[src/rtl/pattern_lut_scrub_pkg.sv]
// Shared pattern ROM geometry, pattern-ID range and scan FSM encoding
// for the pattern LUT scrubber.
package pattern_lut_scrub_pkg;

    localparam int PAT_MXADRB  = 12;
    localparam int PAT_MXDATB  = 18;
    localparam int PAT_MXPIDB  = 4;
    localparam int PAT_PID_MIN = 2;
    localparam int PAT_PID_MAX = 10;
    localparam int CRC_W       = 16;

    typedef enum logic [1:0] {
        ST_IDLE  = 2'd0,
        ST_SCAN  = 2'd1,
        ST_DRAIN = 2'd2,
        ST_DONE  = 2'd3
    } scan_state_t;

    function automatic logic [CRC_W-1:0] rotl1(input logic [CRC_W-1:0] v);
        return {v[CRC_W-2:0], v[CRC_W-1]};
    endfunction

endpackage

[src/rtl/pattern_lut_scrub_crc16_fold.sv]
// One checksum step: rotate left by one, then xor in the low 16 data bits
// and the two quality bits into the bottom of the word.
module lut_crc16_fold
    import pattern_lut_scrub_pkg::*;
#(
    parameter int DATB = PAT_MXDATB
)(
    input  logic [CRC_W-1:0] crc_in,
    input  logic [DATB-1:0]  data,
    output logic [CRC_W-1:0] crc_out
);

    assign crc_out = rotl1(crc_in) ^ data[15:0] ^ {14'b0, data[17:16]};

endmodule

[src/rtl/pattern_lut_scrub.sv]
// Background scrubber that walks one pattern ROM end to end and checksums it,
// sharing the ROM port with the trigger path, which always wins.
//
//   state    | meaning
//   ---------+-----------------------------------------------------------
//   ST_IDLE  | waiting for scan_start; bad pids answered with scan_err
//   ST_SCAN  | issuing addresses on cycles the trigger path leaves free
//   ST_DRAIN | last address issued; fold its returning datum
//   ST_DONE  | scan_done pulse, scan_crc valid
module pattern_lut_scrub
    import pattern_lut_scrub_pkg::*;
#(
    parameter int MXADRB  = PAT_MXADRB,
    parameter int MXDATB  = PAT_MXDATB,
    parameter int MXPIDB  = PAT_MXPIDB,
    parameter int PID_MIN = PAT_PID_MIN,
    parameter int PID_MAX = PAT_PID_MAX
)(
    input  logic              clock,
    input  logic              reset,
    input  logic              trig_req,
    input  logic [MXADRB-1:0] trig_adr,
    input  logic [MXPIDB-1:0] trig_pid,
    input  logic              scan_start,
    input  logic [MXPIDB-1:0] scan_pid,
    input  logic [MXDATB-1:0] rom_rd,
    output logic [MXADRB-1:0] rom_adr,
    output logic [MXPIDB-1:0] rom_pid,
    output logic              trig_gnt,
    output logic              scan_busy,
    output logic              scan_done,
    output logic              scan_err,
    output logic [CRC_W-1:0]  scan_crc,
    output logic [15:0]       scan_stall
);

    localparam logic [MXPIDB-1:0] PID_LO    = MXPIDB'(PID_MIN);
    localparam logic [MXPIDB-1:0] PID_HI    = MXPIDB'(PID_MAX);
    localparam logic [15:0]       STALL_MAX = 16'hFFFF;

    scan_state_t       state_q, state_d;
    logic [MXADRB-1:0] scan_adr_q;
    logic [MXPIDB-1:0] scan_pid_q;
    logic [CRC_W-1:0]  crc_q, crc_next;
    logic [15:0]       stall_q;
    logic              issue, issue_q;
    logic              accept, reject;
    logic              err_q;
    logic              adr_last;
    logic              pid_ok;

    // Trigger path owns the port whenever it asks, independent of reset.
    assign trig_gnt = trig_req;
    assign rom_adr  = trig_req ? trig_adr : scan_adr_q;
    assign rom_pid  = trig_req ? trig_pid : scan_pid_q;

    assign adr_last = (scan_adr_q == {MXADRB{1'b1}});
    assign pid_ok   = (scan_pid >= PID_LO) && (scan_pid <= PID_HI);

    always_comb begin
        state_d = state_q;
        accept  = 1'b0;
        reject  = 1'b0;
        issue   = 1'b0;
        case (state_q)
            ST_IDLE: begin
                if (scan_start) begin
                    if (pid_ok) begin
                        accept  = 1'b1;
                        state_d = ST_SCAN;
                    end else begin
                        reject  = 1'b1;
                    end
                end
            end
            ST_SCAN: begin
                issue = !trig_req;
                if (issue && adr_last) begin
                    state_d = ST_DRAIN;
                end
            end
            ST_DRAIN: state_d = ST_DONE;
            ST_DONE:  state_d = ST_IDLE;
            default:  state_d = ST_IDLE;
        endcase
    end

    lut_crc16_fold #(
        .DATB    (MXDATB)
    ) u_fold (
        .crc_in  (crc_q),
        .data    (rom_rd),
        .crc_out (crc_next)
    );

    always_ff @(posedge clock) begin
        if (reset) begin
            state_q    <= ST_IDLE;
            scan_adr_q <= '0;
            scan_pid_q <= '0;
            crc_q      <= '0;
            stall_q    <= '0;
            issue_q    <= 1'b0;
            err_q      <= 1'b0;
        end else begin
            state_q <= state_d;
            issue_q <= issue;
            err_q   <= reject;
            if (accept) begin
                scan_pid_q <= scan_pid;
                scan_adr_q <= '0;
                crc_q      <= '0;
                stall_q    <= '0;
            end else begin
                // Counter parks on the last address rather than wrapping.
                if (issue && !adr_last) begin
                    scan_adr_q <= scan_adr_q + 1'b1;
                end
                if (state_q == ST_SCAN && trig_req && stall_q != STALL_MAX) begin
                    stall_q <= stall_q + 16'd1;
                end
                // rom_rd is scan data only on the cycle after a scan issue.
                if (issue_q) begin
                    crc_q <= crc_next;
                end
            end
        end
    end

    assign scan_busy  = (state_q != ST_IDLE);
    assign scan_done  = (state_q == ST_DONE);
    assign scan_err   = err_q;
    assign scan_crc   = crc_q;
    assign scan_stall = stall_q;

endmodule
[config.mk]
export PLATFORM = sky130hd
export DESIGN_NAME = pattern_lut_scrub
export DESIGN_NICKNAME = d
export VERILOG_FILES = /design/src/rtl/pattern_lut_scrub_pkg.sv /design/src/rtl/pattern_lut_scrub_crc16_fold.sv /design/src/rtl/pattern_lut_scrub.sv
export SDC_FILE = /design/constraint.sdc
export NUM_CORES = 1
export LEC_CHECK = 0
export BUFFER_PORTS_ARGS = -buffer_cell sky130_fd_sc_hd__buf_4
export CORE_AREA = 10 10 84 86
export DETAILED_ROUTE_END_ITERATION = 8
export DIE_AREA = 0 0 94 96
export PLACE_DENSITY = 0.94
export SYNTH_ARGS = -nofsm -noshare
export SYNTH_HDL_FRONTEND = slang
export SYNTH_SLANG_ARGS = --single-unit
export TNS_END_PERCENT = 100
[constraint.sdc]
create_clock -name clock -period 5.29 [get_ports clock]
set_input_delay 1.587 -clock clock [delete_from_list [all_inputs] [get_ports clock]]
set_output_delay 1.587 -clock clock [all_outputs]
set_load 0.05 [all_outputs]
==> results of run 1 <==
[state kept, by name (all words and copies together), names as in the netlist]
name,cells
issue_q,1
scan_adr_q,12
scan_crc,16
scan_err,1
scan_pid_q,4
scan_stall,16
state_q,2
[cells by family after synthesis]
| kind of cell | after synthesis |
|---|---|
| AOI/OAI and AO/OA | 66 |
| xor gates and xnor gates | 19 |
| adders and majority gates | 7 |
| buffers and inverters | 29 |
| DFF | 52 |
| muxes | 31 |
| and+or+nand+nor | 119 |
[critical path, stage by stage]
cell	delay [ns]
buf_4	0.29
mux2_2	0.38
buf_4	0.19
[per-stage QoR]
stage	utilization	cells	power, W	setup WS [ns]
2_1_floorplan	-	323	0.000762	0.724
3_5_place_dp	0.664	469	0.000868	1.24
4_1_cts	0.686	477	0.00116	1.24
3_3_place_gp	0.664	469	0.000857	1.27
5_1_grt	0.686	477	0.00120	1.21
6_report	0.686	477	0.00115	1.24
[power by group through the flow]
stage	Combinational [W]	Sequential (W)	Clock, W
global route	0.000438	0.000460	0.000306
global placement	0.000396	0.000461	0
finish	0.000406	0.000455	0.000288
detailed placement	0.000405	0.000463	0
floorplan	0.000261	0.000501	0
CTS	0.000408	0.000455	0.000295
[metal layers]
metal  track usage  up-vias  routed length (um)
met1         0.184     1262                3190
met5             0        -                   0
met3        0.0319       13                 415
li1              -     1341                   -
met4        0.0633        0                 157
met2         0.292       81                3940
[final cells by class]
class                   instances  share of cell area
flip-flops and latches         52               0.281
multi-input cells             242               0.463
inverters                       9             0.00911
clock inverters                 2              0.0105
repair buffers                 94               0.190
well taps                      72              0.0243
clock buffers                   6              0.0223
[cells in the final DEF, fill, tap and decap left out, drive strengths merged, types with 2 or more instances in the layout]
master | netlist | layout
o31ai | 7 | 7
inv | 9 | 9
o2111ai | 2 | 2
a211oi | 18 | 18
a41oi | 2 | 2
nand2 | 19 | 19
and3 | 3 | 3
nand3b | 11 | 11
nor2 | 28 | 28
ha | 7 | 7
nor3 | 3 | 3
o21ba | 2 | 2
dfxtp | 52 | 52
mux2i | 20 | 20
buf | 8 | 94
nand3 | 11 | 11
or3 | 5 | 5
clkbuf | 12 | 6
nor4 | 2 | 2
and2 | 3 | 3
o21ai | 9 | 9
nand4 | 7 | 7
or4 | 6 | 6
xnor2 | 19 | 19
nand2b | 4 | 4
and4 | 5 | 5
a21oi | 20 | 20
or3b | 9 | 9
mux2 | 11 | 11
[worst min-delay path by stage]
stage                     slack, ns             end            from
after floorplan                0.46   scan_pid_q[0]   scan_pid_q[0]
after global placement         0.47   scan_pid_q[1]   scan_pid_q[1]
after detailed placement       0.49  scan_adr_q[11]  scan_adr_q[11]
after CTS                      0.50  scan_adr_q[11]  scan_adr_q[11]
after global routing           0.53  scan_adr_q[11]  scan_adr_q[11]
final                          0.50  scan_adr_q[11]  scan_adr_q[11]
==> results_dict.tcl, run 1 <==
set metrics [dict create \
    holdPathStages 2 \
    fp.coreArea_um2 5410 \
    diodes 0 \
    netlist_top_cells_area "dfxtp_1 (36%), mux2i_1 (6.9%), xnor2_1 (5.7%), a211oi_1 (4.6%), mux2_2 (4.2%)" \
    ys_types 47 \
    finish.instance_area_um2 3710 \
    cts_buffer_depth 2 \
    p_int_w 0.000730 \
    grt_max_degree 35 \
    synthToLayoutAreaGrowth_pct 27.1 \
    clk_latency_ns 0.31 \
    grt_pass1_vias 2597 \
    crit_path_end "rom_adr[9]" \
    powerDensity_nw_per_um2 310 \
    slew_viol_final 0 \
    synth_top_area_frac 0.357 \
    io_buffer_count 93 \
    nets 453 \
    placed_cell_area_um2 3590 \
    r2r-end "scan_adr_q[3]" \
    row_count 27 \
    hp-class "register to register" \
    synth_top_family_by_area "simple AND/OR/NAND/NOR gates" \
    arrival_ns 2.47 \
    n_fill_cell 457 \
    synthFlopType "dfxtp_1" \
    clk_pin_slew_ns 0.10 \
    io_pins 94 \
    synth-compound-area-share 0.153 \
    post-route-drc-count 0 \
    cts.sinks 52 \
    pwr-share-clk 0.251 \
    r2r_setup_slack_ns 2.94 \
    max-slew-margin-rel 0.287 \
    die_y_um 96 \
    grt_pass1_wl_um 12300 \
    start_util 0.540 \
    fin_crit_sh 0.766 \
    syn-cell-area_um2 2920 \
    fmax_mhz 247 \
    cts_resized 0 \
    wire_per_inst_um 16.1 \
    regArea_um2 1040 \
    synth_edf_count 0 \
    finalSetupViolations 0 \
    wirelength_um 7700 \
    period_needed_ns 4.05 \
    drive_gt1_frac 0.323 \
    final.setup.tns_ns 0 \
    critical_path_class "input pin to primary output" \
    outcome "finished clean" \
    hold_buffers 0 \
    p_sw_frac 0.365 \
    post-synth-top-count-cell "dfxtp_1" \
    synthTopCellsByCount "dfxtp_1 (52), nor2_1 (28), a21oi_1 (20), mux2i_1 (20)" \
    h-tree-depth 2 \
    die_w_um 94 \
    crit_path_start "trig_req" \
    async_reset_ff_frac 0 \
    fin_skew_ns 0.00925 \
    vias 2697 \
    p_seq_frac 0.396 \
    postRouteAntennaNets 0 \
    cp_max_fo 28 \
    synth-simple-area-share 0.237 \
    multi_input_area_um2 1720 \
    root_buffer "clkbuf_8" \
    startpoint_type "input pin" \
    detail_route.vias_per_cell 5.65 \
    p_leak_nw 1.45 \
    post-cts-setup-buffer-count 0 \
    synthXorXnorAreaFrac 0.0570 \
    gp_congestion 0.871 \
    p_sw_w 0.000419 \
    synth_fa_ha_area_frac 0.0300 \
    hold_slack_ns 0.502 \
    required_ns 3.70 \
    synthCells 323 \
    yosysSeqAreaShare 0.357 \
    avgSynthCellArea_um2 9.04 \
    maxCapViolations 0 \
    track_usage 0.162 \
    hold_viol 0 \
    grt_setup_unrepaired "no" \
    drt_iter0_markers 150 \
    dr.pass1.iters 4 \
    antenna_found_initial 0 \
    ys_ff_latch 52 \
    die_area_um2 9020 \
    vdd_drop_max_uv 297 \
    power_frac_comb 0.354 \
    numCtsBuffers 5 \
    worst_slew_pin_slew_ns 1.07 \
    hpwlAfterDp_um 5770 \
    r2r_cells 5 \
    yosys_warnings 0 \
    overflow 0 \
    synth_top_cell_by_area "dfxtp_1" \
    reg2reg_from "scan_adr_q[0]" \
    tritoncts "yes" \
    synth.area.mux_share 0.111 \
    cp-end-kind "primary output" \
    syn_nets 372 \
]
Power figures use the tool's default switching activity.
==> run 2: changes to the inputs <==
- CORE_AREA: 10 10 84 86 -> 10 10 87 89
- DIE_AREA: 0 0 94 96 -> 0 0 97 99
- PLACE_DENSITY: 0.94 -> 0.89
- clock period: 5.29 -> 4 ns (I/O delays scaled with it)
==> run 2 against run 1 <==
Clock-buffer cell count is 1 higher. Die area increased by 6.4%. Sequential power is 32% higher. Cell count grew 0.63%. Clock skew fell by 0.0047 ns. Setup slack lost 0.50 ns. Routed wire length increased by 0.55%. Critical path type unchanged. Global-route usage shrank 1.1 points. Clock power rose by 7.3%. Non-clock buffer count unchanged. Worst hold slack improved by 0.0019 ns.
==> results_dict.tcl, run 2 (synthesis results as in run 1) <==
set metrics [dict create \
    layout_common_cells "buf_4 (94), dfxtp_1 (52), nor2_1 (28)" \
    detail_route.vias_per_cell 5.60 \
    hold_viol 0 \
    total_power_w 0.00145 \
    grt_max_degree 35 \
    die_w_um 97 \
    cp-end-kind "primary output" \
    clk_latency_ns 0.30 \
    numCtsBuffers 5 \
    tritoncts "yes" \
    overflow 0 \
    track_usage 0.151 \
    start_util 0.499 \
    io_pins 94 \
    placed_cell_area_um2 3590 \
    grt_setup_unrepaired "no" \
    diodes 0 \
    hold_slack_ns 0.504 \
    grt_pass1_vias 2592 \
    slew_viol_final 0 \
    hp-class "register to register" \
    cts_buffer_depth 2 \
    hpwlAfterDp_um 5880 \
    fp.coreArea_um2 5850 \
    synthToLayoutAreaGrowth_pct 26.3 \
    arrival_ns 2.06 \
    postRouteAntennaNets 0 \
    period_needed_ns 3.26 \
    n_fill_cell 497 \
    die_area_um2 9600 \
    hold_buffers 0 \
    powerDensity_nw_per_um2 393 \
    h-tree-depth 2 \
    clk_pin_slew_ns 0.09 \
    drive_gt1_frac 0.321 \
    fmax_mhz 306 \
    row_count 28 \
    required_ns 2.80 \
    antenna_found_initial 0 \
    post-cts-setup-buffer-count 0 \
    cts.sinks 52 \
    vias 2688 \
    drt_iter0_markers 117 \
    io_buffer_count 93 \
    wirelength_um 7740 \
    cts_resized 0 \
    grt_pass1_wl_um 12600 \
    max-slew-margin-rel 0.290 \
    dr.pass1.iters 6 \
    nets 453 \
    startpoint_type "input pin" \
    r2r_setup_slack_ns 1.66 \
    cp_max_fo 28 \
    die_y_um 99 \
    fin_crit_sh 0.816 \
    wire_per_inst_um 16.1 \
    outcome "finished clean" \
    gp_congestion 0.861 \
    fin_skew_ns 0.00451 \
    vdd_drop_max_uv 383 \
    root_buffer "clkbuf_8" \
    final_util 0.630 \
    maxCapViolations 0 \
    finish.instance_area_um2 3690 \
    worst_slew_pin_slew_ns 1.06 \
    critical_path_class "input pin to primary output" \
    final.setup.tns_ns 0 \
    final_common_cell "buf_4" \
    post-route-drc-count 0 \
    finalSetupViolations 0 \
    p_leak_nw 1.43 \
]
[run 2: final timing paths]
| kind | start | end | depth (start not counted) |
|---|---|---|---|
| worst max-delay path | trig_req | rom_pid[1] | 3 |
| worst min-delay path | scan_stall[15] | scan_stall[15] | 2 |
| worst max register to register | scan_adr_q[0] | scan_adr_q[3] | 5 |
| worst min register to register | scan_stall[15] | scan_stall[15] | 2 |
[run 2: final cells by class]
class,count,area (um2),area share
Tap cell,75,93.8,0.0255
Inverter,9,33.8,0.00916
Timing Repair Buffer,94,706,0.191
Clock inverter,1,7.51,0.00204
Multi-Input combinational cell,242,1720,0.466
Clock buffer,7,86.3,0.0234
Sequential cell,52,1040,0.282
[run 2: worst max-delay path: stages]
cell and delay, ns:
buf_4 0.28, mux2_2 0.38, buf_4 0.19
[run 2: routing by layer]
metal,wire length (um),up-vias,track usage
met4,158,0,0.0511
met3,358,12,0.0342
li1,-,1343,-
met2,4050,63,0.268
met1,3170,1270,0.174
met5,0,-,0
[run 2: power breakdown]
part	switching, W	internal (W)	leakage [nW]
logic	0.000332	0.000205	0.966
clock network	0.000168	0.000141	0.0445
registers	0.0000459	0.000556	0.420
[run 2: through the flow]
stage                     worst slack [ns]  std cells
after floorplan                      0.208        323
after global placement               0.756        472
after detailed placement             0.728        472
after CTS                            0.727        480
after global routing                 0.690        480
final                                0.736        480
==> run 3: changes to the inputs <==
- clock period: 4 -> 3.1 ns (I/O delays scaled with it)
==> run 3 against run 2 <==
Die area unchanged. Critical path type unchanged. Power increased by 29%. Clock skew is 0.0032 ns higher. Highest routed layer unchanged. Combinational power grew 31%. Flip-flop and latch count is the same. Worst hold slack worse by 0.00080 ns. Sequential share of layout area shrank 0.076 points. First-iteration DRC count up 9.4%. Cell count rose by 0.42%. Final area rose by 0.27%.
==> results_dict.tcl, run 3 (synthesis results as in run 1) <==
set metrics [dict create \
    wirelength_um 7800 \
    fp.coreArea_um2 5850 \
    clk_latency_ns 0.30 \
    cp-end-kind "primary output" \
    row_count 28 \
    p_sw_w 0.000721 \
    fin_skew_ns 0.00775 \
    antenna_found_initial 0 \
    fin_ws_ns 0.369 \
    track_usage 0.151 \
    drive_gt1_frac 0.324 \
    hold_viol 0 \
    io_pins 94 \
    maxCapViolations 0 \
    hold_buffers 0 \
    die_w_um 97 \
    h-tree-depth 2 \
    vias 2702 \
    detail_route.vias_per_cell 5.61 \
    power_frac_comb 0.377 \
    p_seq_frac 0.415 \
    dp_slack_ns 0.366 \
    grt_setup_unrepaired "no" \
    start_util 0.499 \
    die_y_um 99 \
    max-slew-margin-rel 0.285 \
    die_area_um2 9600 \
    cts_buffer_depth 2 \
    io_buffer_count 93 \
    postRouteAntennaNets 0 \
    cts_resized 0 \
    layout_common_cells "buf_4 (96), dfxtp_1 (52), nor2_1 (28)" \
    hp-class "register to register" \
    multi_input_area_um2 1720 \
    pwr-share-clk 0.208 \
    tritoncts "yes" \
    diodes 0 \
    use_met2 0.272 \
    worst_slew_pin_slew_ns 1.07 \
    post-route-drc-count 0 \
    grt_pass1_vias 2630 \
    wire_per_inst_um 16.2 \
    grt_pass1_wl_um 12600 \
    hpwlAfterDp_um 5870 \
    powerDensity_nw_per_um2 506 \
    startpoint_type "input pin" \
    required_ns 2.17 \
    nets 455 \
    grt_max_degree 31 \
    n_fill_cell 508 \
    finalSetupViolations 0 \
    slew_viol_final 0 \
    top_usage_layer "met2" \
    numCtsBuffers 5 \
    final_common_cell "buf_4" \
    regArea_um2 1040 \
    synthToLayoutAreaGrowth_pct 26.6 \
    use_met1 0.174 \
    dr.pass1.iters 4 \
    p_sw_frac 0.385 \
    met3_usage 0.0314 \
    period_needed_ns 2.73 \
    p_int_w 0.00115 \
    p_leak_nw 1.44 \
    clk_pin_slew_ns 0.09 \
    fmax_mhz 366 \
    root_buffer "clkbuf_8" \
    arrival_ns 1.80 \
    cts.sinks 52 \
    fin_crit_sh 0.881 \
    post-cts-setup-buffer-count 0 \
    vdd_drop_max_uv 701 \
    hold_slack_ns 0.503 \
    gp_congestion 0.852 \
    drt_iter0_markers 128 \
    overflow 0 \
    outcome "finished clean" \
    critical_path_class "input pin to primary output" \
    cp_max_fo 28 \
]
[run 3: cell type report]
cell class                      count  share of cell area
Timing Repair Buffer               96               0.195
Clock inverter                      2             0.00440
Sequential cell                    52               0.282
Clock buffer                        6              0.0196
Tap cell                           75              0.0254
Multi-Input combinational cell    242               0.465
Inverter                            9             0.00914
[run 3: through the flow]
step                cell area (um2)  setup TNS (ns)  instances   util  power (W)
global placement               3610               0        474  0.617    0.00147
detailed placement             3610               0        474  0.617    0.00149
finish                         3700               0        482  0.632    0.00187
CTS                            3700               0        482  0.632    0.00188
floorplan                      2920          -0.762        323      -    0.00130
global route                   3700               0        482  0.632    0.00197
[run 3: routing by layer]
| metal | wire length (um) | up-vias |
|---|---|---|
| li1 | - | 1350 |
| met1 | 3260 | 1270 |
| met2 | 4090 | 75 |
| met3 | 353 | 7 |
| met4 | 91 | 0 |
| met5 | 0 | - |
[run 3: worst paths after layout]
path                  startpoint              to  slack [ns]  depth (start not counted)
hold / removal    scan_stall[15]  scan_stall[15]        0.50                          2
hold reg to reg   scan_stall[15]  scan_stall[15]        0.50                          2
setup / recovery        trig_req      rom_pid[1]        0.37                          3
setup reg to reg      state_q[0]     scan_crc[2]        1.00                          6
[run 3: power groups by stage]
stage	registers, W	logic [W]	clock network [W]
3_3_place_gp	0.000787	0.000684	0
3_5_place_dp	0.000790	0.000702	0
6_report	0.000776	0.000705	0.000389
4_1_cts	0.000776	0.000708	0.000398
2_1_floorplan	0.000855	0.000446	0
5_1_grt	0.000786	0.000759	0.000422
[run 3: worst max-delay path, cell delays in order]
cell and delay (ns):
buf_4 0.28, mux2_2 0.39, buf_4 0.19
